### config.mk
export PLATFORM = sky130hd
export DESIGN_NAME = seq_multiplier_flat
export DESIGN_NICKNAME = d
export VERILOG_FILES = /design/src/rtl/seq_multiplier_pkg.sv /design/src/rtl/seq_multiplier_if.sv /design/src/rtl/seq_multiplier_datapath.sv /design/src/rtl/seq_multiplier.sv /design/src/flat_wrapper.sv
export SDC_FILE = /design/constraint.sdc
export NUM_CORES = 1
export LEC_CHECK = 0
export ABC_AREA = 0
export CORE_MARGIN = 2
export CORE_UTILIZATION = 28
export DETAILED_ROUTE_END_ITERATION = 7
export PLACE_DENSITY = 0.49
export SYNTH_ARGS = -nofsm -noshare
export SYNTH_HDL_FRONTEND = slang
export SYNTH_HIERARCHICAL = 1
export SYNTH_SLANG_ARGS = --single-unit
### constraint.sdc
create_clock -name clk -period 3.1 [get_ports clk]
set_input_delay 0.31 -clock clk [delete_from_list [all_inputs] [get_ports clk]]
set_output_delay 0.31 -clock clk [all_outputs]
set_load 0.005 [all_outputs]
### src/rtl/seq_multiplier_pkg.sv
// Shared types and widths for the shift-and-add multiplier-accumulator.
// DW sets the operand width; Producto is 2*DW bits wide.
package seq_multiplier_pkg;

    localparam int DW    = 8;
    localparam int CNT_W = $clog2(DW);

    typedef enum logic [1:0] {
        IDLE,
        RUN,
        DONE
    } mult_state_e;

    typedef logic [2*DW-1:0] prod_t;

endpackage

### src/rtl/seq_multiplier_if.sv
// Start/ready operand and result bundle of the multiplier-accumulator.
// master drives the operation request; slave is the multiplier.
interface seq_multiplier_if;
    import seq_multiplier_pkg::*;

    logic          start;
    logic [DW-1:0] Multiplicando;
    logic [DW-1:0] Multiplicador;
    logic [DW-1:0] Sumando;
    logic          busy;
    logic          ready;
    prod_t         Producto;
    logic          ovf;

    modport master (
        output start, Multiplicando, Multiplicador, Sumando,
        input  busy, ready, Producto, ovf
    );

    modport slave (
        input  start, Multiplicando, Multiplicador, Sumando,
        output busy, ready, Producto, ovf
    );

endinterface

### src/rtl/seq_multiplier_datapath.sv
// Accumulator, shifted multiplicand and multiplier registers with the
// conditional adder; captures the final accumulator into Producto/ovf.
module mult_datapath
    import seq_multiplier_pkg::*;
(
    input  logic          clk,
    input  logic          rst,
    input  logic          load_i,
    input  logic          step_i,
    input  logic          capture_i,
    input  logic [DW-1:0] mcand_i,
    input  logic [DW-1:0] mplier_i,
    input  logic [DW-1:0] addend_i,
    output prod_t         prod_o,
    output logic          ovf_o,
    output logic          q_zero_o
);

    prod_t         acc_q, acc_d;
    prod_t         m_q, m_d;
    logic [DW-1:0] q_q, q_d;
    prod_t         prod_q, prod_d;
    logic          ovf_q, ovf_d;
    prod_t         acc_step;
    prod_t         acc_fin;

    // Sum of a DW-bit addend and DW-bit x DW-bit product fits in 2*DW bits.
    assign acc_step = q_q[0] ? acc_q + m_q : acc_q;
    assign acc_fin  = step_i ? acc_step : acc_q;

    always_comb begin
        acc_d  = acc_q;
        m_d    = m_q;
        q_d    = q_q;
        prod_d = prod_q;
        ovf_d  = ovf_q;
        if (load_i) begin
            acc_d = {{DW{1'b0}}, addend_i};
            m_d   = {{DW{1'b0}}, mcand_i};
            q_d   = mplier_i;
        end else if (step_i) begin
            acc_d = acc_step;
            m_d   = m_q << 1;
            q_d   = q_q >> 1;
        end
        if (capture_i) begin
            prod_d = acc_fin;
            ovf_d  = |acc_fin[2*DW-1:DW];
        end
    end

    always_ff @(posedge clk) begin
        if (rst) begin
            acc_q  <= '0;
            m_q    <= '0;
            q_q    <= '0;
            prod_q <= '0;
            ovf_q  <= 1'b0;
        end else begin
            acc_q  <= acc_d;
            m_q    <= m_d;
            q_q    <= q_d;
            prod_q <= prod_d;
            ovf_q  <= ovf_d;
        end
    end

    assign prod_o   = prod_q;
    assign ovf_o    = ovf_q;
    assign q_zero_o = (q_q == '0);

endmodule

### src/rtl/seq_multiplier.sv
// Sequential multiply-accumulate: Producto = M * Q + Sumando, one bit/clock.
// Define MULT_EARLY_EXIT_EN to finish as soon as the multiplier runs out of ones.
module seq_multiplier
    import seq_multiplier_pkg::*;
(
    input  logic               clk,
    input  logic               rst,
    seq_multiplier_if.slave    bus
);

    mult_state_e      state_q;
    logic [CNT_W-1:0] count_q;
    logic             busy_q;
    logic             ready_q;
    logic             q_zero;
    logic             early;
    logic             last;
    logic             load;
    logic             step;
    logic             capture;

`ifdef MULT_EARLY_EXIT_EN
    assign early = q_zero;
`else
    logic unused_q_zero;
    assign unused_q_zero = q_zero;
    assign early = 1'b0;
`endif

    assign last    = (count_q == CNT_W'(DW - 1));
    assign load    = (state_q == IDLE) && bus.start;
    assign step    = (state_q == RUN) && !early;
    assign capture = (state_q == RUN) && (early || last);

    always_ff @(posedge clk) begin
        if (rst) begin
            state_q <= IDLE;
            count_q <= '0;
            busy_q  <= 1'b0;
            ready_q <= 1'b0;
        end else begin
            unique case (state_q)
                IDLE: begin
                    if (bus.start) begin
                        state_q <= RUN;
                        count_q <= '0;
                        busy_q  <= 1'b1;
                    end
                end
                RUN: begin
                    if (step) count_q <= count_q + CNT_W'(1);
                    if (capture) begin
                        state_q <= DONE;
                        ready_q <= 1'b1;
                    end
                end
                DONE: begin
                    state_q <= IDLE;
                    busy_q  <= 1'b0;
                    ready_q <= 1'b0;
                end
                default: begin
                    state_q <= IDLE;
                    busy_q  <= 1'b0;
                    ready_q <= 1'b0;
                end
            endcase
        end
    end

    mult_datapath u_dp (
        .clk       (clk),
        .rst       (rst),
        .load_i    (load),
        .step_i    (step),
        .capture_i (capture),
        .mcand_i   (bus.Multiplicando),
        .mplier_i  (bus.Multiplicador),
        .addend_i  (bus.Sumando),
        .prod_o    (bus.Producto),
        .ovf_o     (bus.ovf),
        .q_zero_o  (q_zero)
    );

    assign bus.busy  = busy_q;
    assign bus.ready = ready_q;

endmodule

### src/flat_wrapper.sv
// flat-port wrapper written by rule: the top's interface ports become plain ports
module seq_multiplier_flat import seq_multiplier_pkg::*;
  (clk, rst, bus_start, bus_Multiplicando, bus_Multiplicador, bus_Sumando, bus_busy, bus_ready, bus_Producto, bus_ovf);
  seq_multiplier_if bus_i ();
  input  logic clk;
  input  logic rst;
  input wire logic [$bits(bus_i.start)-1:0] bus_start;
  input wire logic [$bits(bus_i.Multiplicando)-1:0] bus_Multiplicando;
  input wire logic [$bits(bus_i.Multiplicador)-1:0] bus_Multiplicador;
  input wire logic [$bits(bus_i.Sumando)-1:0] bus_Sumando;
  output wire logic [$bits(bus_i.busy)-1:0] bus_busy;
  output wire logic [$bits(bus_i.ready)-1:0] bus_ready;
  output wire logic [$bits(bus_i.Producto)-1:0] bus_Producto;
  output wire logic [$bits(bus_i.ovf)-1:0] bus_ovf;
  assign bus_i.start = bus_start;
  assign bus_i.Multiplicando = bus_Multiplicando;
  assign bus_i.Multiplicador = bus_Multiplicador;
  assign bus_i.Sumando = bus_Sumando;
  assign bus_busy = bus_i.busy;
  assign bus_ready = bus_i.ready;
  assign bus_Producto = bus_i.Producto;
  assign bus_ovf = bus_i.ovf;
  seq_multiplier u_core (.clk(clk), .rst(rst), .bus(bus_i));
endmodule
* After elaboration in Yosys (flattened, before gate mapping)
Index checks and enable logic that the tools add are counted.
Cells by class: add/subtract/negate cells 2, eq/ne operators 4, muxes and demuxes 16, bitwise operators 2, reductions and logical operators 11
Operator list (count):
- 8-bit 2-to-1 mux | 5
- 16-bit 2-to-1 mux | 2
- 16-bit adder | 1
- 2-bit AND reduction | 4
- 8-bit OR reduction | 1
- 3-bit case mux with 2 select lines | 1
- 2-bit 2-to-1 mux | 2
- 2-bit != test, second input constant | 2
- 1-bit case mux with 2 select lines | 2
- 2-bit case mux with 2 select lines | 1
- 2-bit nonzero test | 2
- 3-bit by 1-bit adder with 3-bit output, second input constant | 1
- 3-bit equality test, second input constant | 1
- 3-bit 2-to-1 mux | 1
- 2-bit by 1-bit equality test with 1-bit output, second input constant | 1
- 1-bit logical AND | 2
- 2-bit zero test | 1
- 1-bit 2-to-1 mux | 2
- 1-bit NOT | 2
- 2-bit OR reduction | 1
Word-level totals: register bits 64, word-level logic and storage cells 46

* Longest topological paths before layout
word-level depth 4, gate-level depth with buffers 10

* By module
Netlist, hierarchy kept.
By module, submodules not included:
- mult_datapath | times used 1, cells each 370, area an instance 3123.0 um2
- seq_multiplier | times used 1, cells each 27, area an instance 290.3 um2

* Worst setup path after synthesis
No wires, ideal clock.
path type register -> register, from register u_core.u_dp.acc_q[0], to register u_core.u_dp.ovf_q, in the netlist u_core/u_dp/ovf_o, setup time 131 ps, arrival time 2467 ps, setup slack 502 ps, cell stages (with the launch flop) 10, period minus slack after synthesis 2598 ps, cells stage by stage dfxtp_1 > ha_1 > fa_1 > a211o_2 > a2111oi_0 > nor4_1 > nor3_1 > nand2_1 > nor4_1 > a31oi_1
Between the ends: longest elaborated chain between the ends 4
RTL lines:
- from (decl) | line seq_multiplier_datapath.sv:19 | prod_t acc_q, acc_d;
- from (signal assigned) | line seq_multiplier_datapath.sv:54 | acc_q <= '0;
- from (signal assigned) | line seq_multiplier_datapath.sv:60 | acc_q <= acc_d;
- 16-bit adder | line seq_multiplier_datapath.sv:28 | assign acc_step = q_q[0] ? acc_q + m_q : acc_q;
- 16-bit 2-to-1 mux | line seq_multiplier_datapath.sv:28
- 16-bit 2-to-1 mux
- 8-bit OR reduction | line seq_multiplier_datapath.sv:48 | ovf_d = |acc_fin[2*DW-1:DW];
- to (signal assigned) | line seq_multiplier_datapath.sv:64 | ovf_q <= ovf_d;
- to (decl) | line seq_multiplier_datapath.sv:23 | logic ovf_q, ovf_d;
No other way between the ends. A chain may end at the register's enable or synchronous reset.

* Worst setup path after layout
Same ends and word-level chain as after synthesis.

==> results.md <==
* Port bufs at 45
* GR Overflow Total at 0
* Min Tclk post-route at 2.79 ns
* Gpl congestion at between 0.8 and 0.9
* Final setup violation count at 0
* Worst EP required at roughly 3.3 ns
* Vias at approximately 3000
* Crit Path Max Fanout at 4
* Root buf cell: clkbuf_16
* CTS tree: yes
* Mean post-synth cell area at approximately 8.6 um2
* Worst Hold Class: reg2reg
* Crit path largest cell delay at between 0.4 and 0.5 ns
* DP HPWL at 6.14 mm
* Synth warn at 6
* CP startpoint kind: flip-flop
* WL/cell at 14.8 um
* Initial antenna violation count at 0
* Final-report max-slew violation count at 0
* Die width at ~110 um
* Outcome: finished, final reports clean
* Vias in the first global route at approximately 2900
* Starting Density at 0.285
* Placed inst area at ~4000 um2
* Critical Path Slowest Stage Cell: fa_1
* Vias per cell at just over 5
* Setup crit end kind: flip-flop
* Tcrit/Tclk final at 0.900
* Crit-path cells: ha_1, fa_1, a211o_2, a21oi_1, o21ai_1, a211oi_1, nand2_1, nor4_1, a31oi_1
* Layout Nets at around 480
* RSZ-0062 raised after global routing: false
* 1st-pass router iterations at 4
* Initial DRC count at around 140
* Share of layout cells above drive strength 1 at 0.0845
* Diode count at 0
* Worst-margin pin slew at ~0.57 ns
* Cell Area, Synth at around 3400 um2
* Slew headroom at 0.619
* Critical path type: reg2reg
* Post-CTS Setup Bufs at 0
* Clock-pin slew on the worst setup and hold paths at approximately 0.06 ns
* Power Dens Cells at ~480 nW/um2
* Largest net degree at the start of global routing at roughly 50
* Max clock buf depth at 2
* H-tree lvl count at 3
* Core Box Area at between 10000 and 15000 um2
* Total CTS buffers at 9
* Setup TNS at 0 ns
* CTS sink cnt at between 60 and 70
* Area of the die at ~13000 um2
* Peak supply drop at 0.230 mV
* Syn Nets at around 440
* GRT Total Usage at 0.143
* Cell row count at 40
* Post-layout instance area at around 4200 um2
* Post-CTS Hold Buffers at 0
* Synth-to-layout area growth at 25.0%
* Chip height at 114 um
* Mapped Cells at 394
* Residual DRC at 0
* Detailed Route WL at between 8 and 9 mm
* Maxcap violations at 0
* Skew-Pair Late Insertion Delay at 0.33 ns
* # IOs at 46
* Final Hold Vio Count at 0
* Clock Skews at around 0.0084 ns
* DRT antenna net count at 0
* Pleak at between 0.0015 and 0.002 uW
* Global-route wire length before repair at between 10 and 15 mm
* Fmax achieved at roughly 360 MHz
* Data arrival, critical path at 2.99 ns
cells in the final DEF (no fill, tap or decap), drive strengths merged, types with 7 or more instances in the layout:
cell           instances
a21o                   7
nor2                  83
clkdlybuf4s50         44
nand2                 20
mux2i                 32
a21oi                 38
o21ai                  8
a211oi                18
buf                    8
dfxtp                 64
ha                    17
nor3                   9
clkbuf                11
o21a                   7
what timing repair did:
action | in CTS | in global routing
endpoints found under the hold margin | 0 | 0
gates resized for setup | 0 | 3
setup endpoints to repair | 0 | 1
flip-flops by register name, indices dropped and copies added, names as in the netlist:
register and count:
u_core/bus.busy 1, u_core/bus.ready 1, u_core/count_q 3, u_core/state_q 2, u_core/u_dp/acc_q 16, u_core/u_dp/m_q 16
u_core/u_dp/ovf_o 1, u_core/u_dp/prod_o 16, u_core/u_dp/q_q 8
through the flow:
stage          setup WS (ns)  cells  hold slack, ns   util  total power [uW]
2_1_floorplan          0.502    394           0.374      -              1030
3_3_place_gp           0.189    569           0.447  0.332              1110
3_5_place_dp           0.187    569           0.462  0.332              1110
4_1_cts                0.133    585           0.471  0.355              2060
5_1_grt               0.0796    585           0.502  0.356              2130
6_report               0.310    585           0.473  0.356              2020
worst max-delay path: cells and delay by family, from the launching register on:
| kind | cells | cell delay [ns] |
|---|---|---|
| AO/OA/AOI/OAI | 5 | 1.38 |
| adder cells (fa/ha/maj) | 2 | 0.66 |
| AND/OR/NAND/NOR | 2 | 0.29 |
| flip-flops | 1 | 0.31 |
path summary, 6_finish.rpt:
check / cells after the start / slack (ns) / endpoint / startpoint
setup / recovery: 9 / 0.31 / u_core/u_dp/ovf_o / u_core/u_dp/acc_q[0]
setup reg to reg: 9 / 0.31 / u_core/u_dp/ovf_o / u_core/u_dp/acc_q[0]
hold reg to reg: 2 / 0.47 / u_core/bus.busy / u_core/bus.busy
hold / removal: 2 / 0.47 / u_core/bus.busy / u_core/bus.busy
layer usage:
layer  part of all wire  global-route usage  vias up  wire (um)
met5                  0                   0        -          0
met4             0.0098              0.0447        0         85
met3              0.046              0.0519        7        395
met2               0.47               0.237       66       4080
met1               0.47               0.175     1373       4090
li1                   -                   -     1504          -
where the power goes:
part	internal [uW]	total (uW)	switching, uW
sequential	848	866	17.8
clock	559	933	374
combinational	101	225	123
total	1510	2020	515
layout make-up:
class,count,area (um2)
fillers,1241,7670
clock inverters,5,32.5
repair buffers,52,498
flip-flops and latches,64,1280
inverters,4,15.0
multi-input cells,302,1990
clock buffers,11,243
well taps,147,184
Note: power is estimated with default switching activity, not from simulation.
